**src/rtl/param_memory_if.sv**
```systemverilog
// Bus bundle for param_memory: read port, write/load port and load-pointer
// control. The master side (client) drives requests; the slave side (the
// memory) returns read data, pointer state and write status pulses.
interface param_memory_if #(
   parameter int DATA_W = 15,
   parameter int ADDR_W = 5
);
   logic              rd_en;
   logic [ADDR_W-1:0] rd_addr;
   logic [DATA_W-1:0] rd_data;
   logic              rd_valid;

   logic              wr_en;
   logic              wr_mode;
   logic [ADDR_W-1:0] wr_addr;
   logic [DATA_W-1:0] wr_data;

   logic              ptr_incr;
   logic              ptr_clr;
   logic [ADDR_W-1:0] wr_ptr;
   logic              wr_done;
   logic              full;
   logic              wr_err;

   modport master (
      output rd_en, rd_addr, wr_en, wr_mode, wr_addr, wr_data, ptr_incr, ptr_clr,
      input  rd_data, rd_valid, wr_ptr, wr_done, full, wr_err
   );

   modport slave (
      input  rd_en, rd_addr, wr_en, wr_mode, wr_addr, wr_data, ptr_incr, ptr_clr,
      output rd_data, rd_valid, wr_ptr, wr_done, full, wr_err
   );
endinterface

```
**src/rtl/param_memory.sv**
```systemverilog
// Single-port-write / single-port-read parameter memory with a load pointer.
// Writes are either sequential loads at the (possibly just advanced) load
// pointer or random writes at an explicit address. The read port is
// registered; on a same-address collision it returns either the new data
// (BYPASS=1) or the old content (BYPASS=0). With WRAP=0 the load pointer
// saturates and a sticky full flag blocks further loads until ptr_clr.
module param_memory #(
   parameter int                DATA_W     = 15,
   parameter int                ADDR_W     = 5,
   parameter int                WRAP       = 0,
   parameter int                BYPASS     = 1,
   parameter logic [DATA_W-1:0] INIT_WORD0 = 15'h7D00
) (
   input logic           clk,
   input logic           rst,
   param_memory_if.slave bus
);
   localparam int                DEPTH     = 2 ** ADDR_W;
   localparam logic [ADDR_W-1:0] LAST      = '1;
   localparam bit                SATURATE  = (WRAP == 0);
   localparam bit                BYPASS_EN = (BYPASS != 0);

   // Storage is never reset; only word 0 has a non-zero power-up value.
   logic [DATA_W-1:0] mem [DEPTH] = '{0: INIT_WORD0, default: '0};

   logic [ADDR_W-1:0] ptr_reg, ptr_next;
   logic              full_reg, full_next, full_eff;
   logic              load_req, load_reject, load_commit, wr_commit;
   logic [ADDR_W-1:0] wr_addr_eff;
   logic [DATA_W-1:0] rd_data_reg, rd_data_next;
   logic              rd_valid_reg, wr_done_reg, wr_err_reg;

   // Load-pointer update: clear beats increment; increment wraps or saturates at the top.
   always_comb begin
      ptr_next = ptr_reg;
      if (bus.ptr_clr) begin
         ptr_next = '0;
      end else if (bus.ptr_incr) begin
         if (ptr_reg != LAST) begin
            ptr_next = ptr_reg + 1'b1;
         end else if (!SATURATE) begin
            ptr_next = '0;
         end else begin
            ptr_next = LAST;
         end
      end
   end

   // Write qualification; ptr_clr is applied before the load so it also lifts a pending full.
   always_comb begin
      full_eff     = full_reg & ~bus.ptr_clr;
      load_req     = bus.wr_en & ~bus.wr_mode;
      load_reject  = load_req & SATURATE & full_eff;
      load_commit  = load_req & ~load_reject;
      wr_commit    = load_commit | (bus.wr_en & bus.wr_mode);
      wr_addr_eff  = bus.wr_mode ? bus.wr_addr : ptr_next;
      full_next    = full_eff | (load_commit & SATURATE & (ptr_next == LAST));
      rd_data_next = mem[bus.rd_addr];
      if (BYPASS_EN && wr_commit && (wr_addr_eff == bus.rd_addr)) begin
         rd_data_next = bus.wr_data;
      end
   end

   // Memory array write; a write landing on an edge while rst is high is discarded.
   always_ff @(posedge clk) begin
      if (wr_commit && !rst) begin
         mem[wr_addr_eff] <= bus.wr_data;
      end
   end

   // Control state, status pulses and registered read data.
   always_ff @(posedge clk or posedge rst) begin
      if (rst) begin
         ptr_reg      <= '0;
         full_reg     <= 1'b0;
         wr_done_reg  <= 1'b0;
         wr_err_reg   <= 1'b0;
         rd_valid_reg <= 1'b0;
         rd_data_reg  <= '0;
      end else begin
         ptr_reg      <= ptr_next;
         full_reg     <= full_next;
         wr_done_reg  <= wr_commit;
         wr_err_reg   <= load_reject;
         rd_valid_reg <= bus.rd_en;
         if (bus.rd_en) begin
            rd_data_reg <= rd_data_next;
         end
      end
   end

   assign bus.wr_ptr   = ptr_reg;
   assign bus.full     = full_reg;
   assign bus.wr_done  = wr_done_reg;
   assign bus.wr_err   = wr_err_reg;
   assign bus.rd_valid = rd_valid_reg;
   assign bus.rd_data  = rd_data_reg;
endmodule

```
**src/flat_wrapper.sv**
```systemverilog
// flat-port wrapper written by rule: the top's interface ports become plain ports
module param_memory_flat 
#(
   parameter int                DATA_W     = 15,
   parameter int                ADDR_W     = 5,
   parameter int                WRAP       = 0,
   parameter int                BYPASS     = 1,
   parameter logic [DATA_W-1:0] INIT_WORD0 = 15'h7D00
)
  (clk, rst, bus_rd_en, bus_rd_addr, bus_wr_en, bus_wr_mode, bus_wr_addr, bus_wr_data, bus_ptr_incr, bus_ptr_clr, bus_rd_data, bus_rd_valid, bus_wr_ptr, bus_wr_done, bus_full, bus_wr_err);
  param_memory_if #(.DATA_W(DATA_W), .ADDR_W(ADDR_W)) bus_i ();
  input logic clk;
  input logic rst;
  input wire logic [$bits(bus_i.rd_en)-1:0] bus_rd_en;
  input wire logic [$bits(bus_i.rd_addr)-1:0] bus_rd_addr;
  input wire logic [$bits(bus_i.wr_en)-1:0] bus_wr_en;
  input wire logic [$bits(bus_i.wr_mode)-1:0] bus_wr_mode;
  input wire logic [$bits(bus_i.wr_addr)-1:0] bus_wr_addr;
  input wire logic [$bits(bus_i.wr_data)-1:0] bus_wr_data;
  input wire logic [$bits(bus_i.ptr_incr)-1:0] bus_ptr_incr;
  input wire logic [$bits(bus_i.ptr_clr)-1:0] bus_ptr_clr;
  output wire logic [$bits(bus_i.rd_data)-1:0] bus_rd_data;
  output wire logic [$bits(bus_i.rd_valid)-1:0] bus_rd_valid;
  output wire logic [$bits(bus_i.wr_ptr)-1:0] bus_wr_ptr;
  output wire logic [$bits(bus_i.wr_done)-1:0] bus_wr_done;
  output wire logic [$bits(bus_i.full)-1:0] bus_full;
  output wire logic [$bits(bus_i.wr_err)-1:0] bus_wr_err;
  assign bus_i.rd_en = bus_rd_en;
  assign bus_i.rd_addr = bus_rd_addr;
  assign bus_i.wr_en = bus_wr_en;
  assign bus_i.wr_mode = bus_wr_mode;
  assign bus_i.wr_addr = bus_wr_addr;
  assign bus_i.wr_data = bus_wr_data;
  assign bus_i.ptr_incr = bus_ptr_incr;
  assign bus_i.ptr_clr = bus_ptr_clr;
  assign bus_rd_data = bus_i.rd_data;
  assign bus_rd_valid = bus_i.rd_valid;
  assign bus_wr_ptr = bus_i.wr_ptr;
  assign bus_wr_done = bus_i.wr_done;
  assign bus_full = bus_i.full;
  assign bus_wr_err = bus_i.wr_err;
  param_memory #(.DATA_W(DATA_W), .ADDR_W(ADDR_W), .WRAP(WRAP), .BYPASS(BYPASS), .INIT_WORD0(INIT_WORD0)) u_core (.clk(clk), .rst(rst), .bus(bus_i));
endmodule
```
**config.mk**
```make
export PLATFORM = sky130hd
export DESIGN_NAME = param_memory_flat
export DESIGN_NICKNAME = d
export VERILOG_FILES = /design/src/rtl/param_memory_if.sv /design/src/rtl/param_memory.sv /design/src/flat_wrapper.sv
export SDC_FILE = /design/constraint.sdc
export NUM_CORES = 1
export LEC_CHECK = 0
export CAP_MARGIN = 5
export CELL_PAD_IN_SITES_DETAIL_PLACEMENT = 1
export CELL_PAD_IN_SITES_GLOBAL_PLACEMENT = 1
export CORE_MARGIN = 1.5
export CORE_UTILIZATION = 41
export CTS_BUF_LIST = sky130_fd_sc_hd__clkbuf_2
export DETAILED_ROUTE_END_ITERATION = 7
export GPL_ROUTABILITY_DRIVEN = 0
export PLACE_DENSITY = 0.62
export SLEW_MARGIN = 20
export SYNTH_ARGS = -nofsm -noshare
export SYNTH_HDL_FRONTEND = slang
export SYNTH_SLANG_ARGS = --single-unit
```
**constraint.sdc**
```tcl
create_clock -name clk -period 4.29 [get_ports clk]
set_clock_uncertainty 0.05 [all_clocks]
set_input_delay 0.858 -clock clk [delete_from_list [all_inputs] [get_ports clk]]
set_output_delay 0.858 -clock clk [all_outputs]
set_load 0.05 [all_outputs]
```
==> impl_results.md <==
- CTS Root Cell: clkbuf_2
- Final hold viol count: 0
- TritonCTS clock tree: done
- Fin crit share: 83.64%
- Share of cells above drive strength 1: 24.52%
- Synth async-reset ratio: 4.762%
- RSZ-0062 raised after global routing: no
- Initial cell density of the core: 41.78%
- Net Count, Synth: 1186
- Status: finished clean
- Post-DP Area: 21700 um2
- Switching share of power: 26.10%
- WL per Instance: 26.31 um
- Max VDD drop: 262.4 uV
- Rows: 80
- Initial antenna violation count: 1
- Final design utilization: 47.66%
- CTS H-tree lvls: 4
- I/O Buffers: 55
- First-pass GRT wire length: 79.13 mm
- Leakage power: 8.015 nW
- Seq pwr share: 58.1%
- Post-synthesis sequential area ratio: 74.96%
- CP max-delay cell: clkdlybuf4s50_1
- # setup viols final: 0
- Fillers: 4642
- Yosys reg bits: 504
- Area leader, netlist: edfxtp_1
- Critical Path RT: 3.38 ns
- Via density: 5.608
- Initial DRT Pass Iterations: 5
- Mapped Avg Cell Area: 17.37 um2
- CP startpoint kind: flip-flop
- Primary FF master, synth: edfxtp_1
- Max_slew headroom: 22.81%
- Pwr Density: 411.3 nW/um2
- Worst hold path class: primary input to flip-flop
- Fmax: 0.2787 GHz
- Logic pwr share: 8.0%
- Syn-to-layout area delta: 14.07%
- GRT Total Usage: 22.15%
- CTS Sinks: 504
- DRC Markers: 0
- DRT antenna net count: 0
- DRT iter0 DRCs: 830
- Clock Tree Buf Depth: 3
- Max reg flops: 480
- Finished layout cell area: 22850 um2
- YS warnings: 0
- Crit path buffers/inverters: 1
- CP Depth: 1
- Cts bufs inserted: 133
- Critical path's largest stage delay: 0.88 ns
- Hpwl dp: 32.95 mm
- Hold Crit Depth: 1
- I/O Pins: 56
- Critical path arrival: 2.68 ns
- Clk_lat worst skew: 1.26 ns
- NetSw: 0.002453 W
- Clock period minus worst slack: 3.588 ns
- Cell area after synthesis: 20030 um2
- WL final: 54.32 mm
- Post-synth EDFFs: 480
- Routed vias: 11580
- Die width: 224.0 um
- Worst-margin pin slew: 1.129 ns
- Largest net degree at the start of global routing: 83
- Critical Path, Cell by Cell: clkdlybuf4s50_1
- Die Ht: 224.0 um
- Synth cell types: 56
- Critical Path Sink Type: output pin
- Die area: 50190 um2
- Clock share of power: 33.9%
- Internal power: 0.006945 W
- # nets final: 1391
- Total power: 0.009398 W
- Max-cap violations: 0
- Type of the worst setup path: flip-flop to output pin
- Cells after synthesis: 1153
- Reg2reg path depth: 7
- Reg clk slew, reported paths: 0.12 ns
- Crit path max fanout: 9
- Vias in the first global route: 12200
- Delay-heaviest family, CP: buffers and inverters
- Grt total ovfl: 0
- Core ar.: 47950 um2
- Top post-synthesis cells by area: edfxtp_1 (72%), mux2i_1 (7.9%), dfrtp_1 (3.0%), a22oi_1 (1.8%), mux2_2 (1.7%)
- Top cell type's share of synthesized area: 71.96%
- Max-slew violation count: 0
- Fin Setup TNS: 0 ns
==> routing by layer <==
| metal | wire, um | GRT usage (%) | part of all wire, % | up-vias |
|---|---|---|---|---|
| met3 | 3112 | 5.509 | 5.7 | 69 |
| met1 | 24390 | 30.48 | 45 | 6043 |
| met5 | 0 | 0 | 0 | - |
| li1 | - | - | - | 5130 |
| met2 | 25810 | 34.28 | 48 | 338 |
| met4 | 1010 | 7.825 | 1.9 | 0 |
==> cell usage after synthesis (2+ instances only) <==
library cell and count:
nor2b_1 47, nand3b_1 3, a221oi_1 15, mux4_2 12, a2111oi_0 15, and3_1 3, clkbuf_1 33, a221o_1 15
edfxtp_1 480, o22ai_1 15, a211oi_1 32, a22oi_1 48, buf_2 25, nand2b_1 2, mux2_2 30, inv_1 5
nand3_1 43, nor3_1 4, o211ai_1 12, a21oi_1 36, buf_4 2, dfrtp_1 24, mux2i_1 158, buf_1 6
and2_1 3, nand2_1 12, nor2_1 44
==> through the flow <==
| stage | worst slack (ns) | hold WS [ns] | instances |
|---|---|---|---|
| 2_1_floorplan | 0.8589 | 0.7093 | 1153 |
| 3_3_place_gp | 0.3024 | 0.4999 | 1836 |
| 3_5_place_dp | 0.1439 | 0.5173 | 1836 |
| 4_1_cts | 0.5103 | 0.04363 | 2063 |
| 5_1_grt | 0.5041 | 0.08330 | 2064 |
| 6_report | 0.7020 | 0.1734 | 2065 |
==> cell usage in the layout (no fill, tap or decap), types with 2 or more instances in the layout <==
cell type	count
mux2i_1	158
a2111oi_0	15
a21oi_1	36
o22ai_1	15
inv_1	5
buf_12	4
buf_2	6
mux4_2	12
dlygate4sd3_1	2
nand3_1	43
and2_1	3
o211ai_1	12
nand2_1	12
diode_2	2
nor2b_4	2
nor3_1	4
a22oi_1	48
clkbuf_2	197
clkdlybuf4s50_1	48
dfrtp_1	24
a211oi_1	32
a221o_1	15
inv_2	9
a221oi_1	15
mux2_2	30
nor2_1	42
nor2b_1	45
and3_1	3
nand2b_1	2
buf_4	76
clkinv_1	17
nand3b_1	3
edfxtp_1	480
==> cells by family (layout without fill, tap and decap cells) <==
kind of cell | count (synthesis) | count (layout) | share of synthesized area (%)
other | 0 | 2 | 0
buffers and inverters | 72 | 367 | 1.580
AND/OR/NAND/NOR | 172 | 172 | 4.672
adder cells (fa/ha/maj) | 1 | 1 | 0.06245
AO/OA/AOI/OAI | 201 | 201 | 7.627
XOR/XNOR | 3 | 3 | 0.1687
flip-flops | 504 | 504 | 74.96
multiplexers | 200 | 200 | 10.93
==> power by group through the flow <==
stage	sequential (W)	clock, W	combinational (W)
after floorplan	0.00564	0	0.000318
after global placement	0.00557	0	0.000738
after detailed placement	0.00557	0	0.000751
after CTS	0.00546	0.00330	0.000756
after global routing	0.00547	0.00353	0.000794
final	0.00546	0.00318	0.000751
==> repair_timing <==
item	in CTS	in global routing
resized for setup	0	0
setup endpoints to repair	0	0
buffers inserted	0	0
endpoints found under the hold margin	8	0
hold buffers	2	0
==> final timing paths <==
path                                                 from                                 end  slack [ns]
min reg2reg                     u_core.bus.full$_DFF_PP0_           u_core.bus.full$_DFF_PP0_        0.51
max                        u_core.bus.wr_ptr[4]$_DFF_PP0_                       bus_wr_ptr[4]        0.70
min in group asynchronous                             rst   u_core.bus.rd_data[5]$_DFFE_PP0P_        0.70
max reg2reg                u_core.bus.wr_ptr[0]$_DFF_PP0_         u_core.mem[22][4]$_DFFE_PP_        0.95
min                                       bus_wr_data[12]        u_core.mem[25][12]$_DFFE_PP_        0.17
max in group asynchronous                             rst  u_core.bus.rd_data[10]$_DFFE_PP0P_        2.75
==> cell type report <==
cell class	count	area, um2	share of cell area [%]
clock inverters	28	135.1	0.5914
diodes	2	5.005	0.02190
multi-input cells	577	4725	20.68
well taps	615	769.5	3.368
clock buffers	197	985.9	4.315
inverters	5	18.77	0.08214
flip-flops and latches	504	15010	65.71
repair buffers	137	1196	5.235
Note: power is estimated with default switching activity, not from simulation.
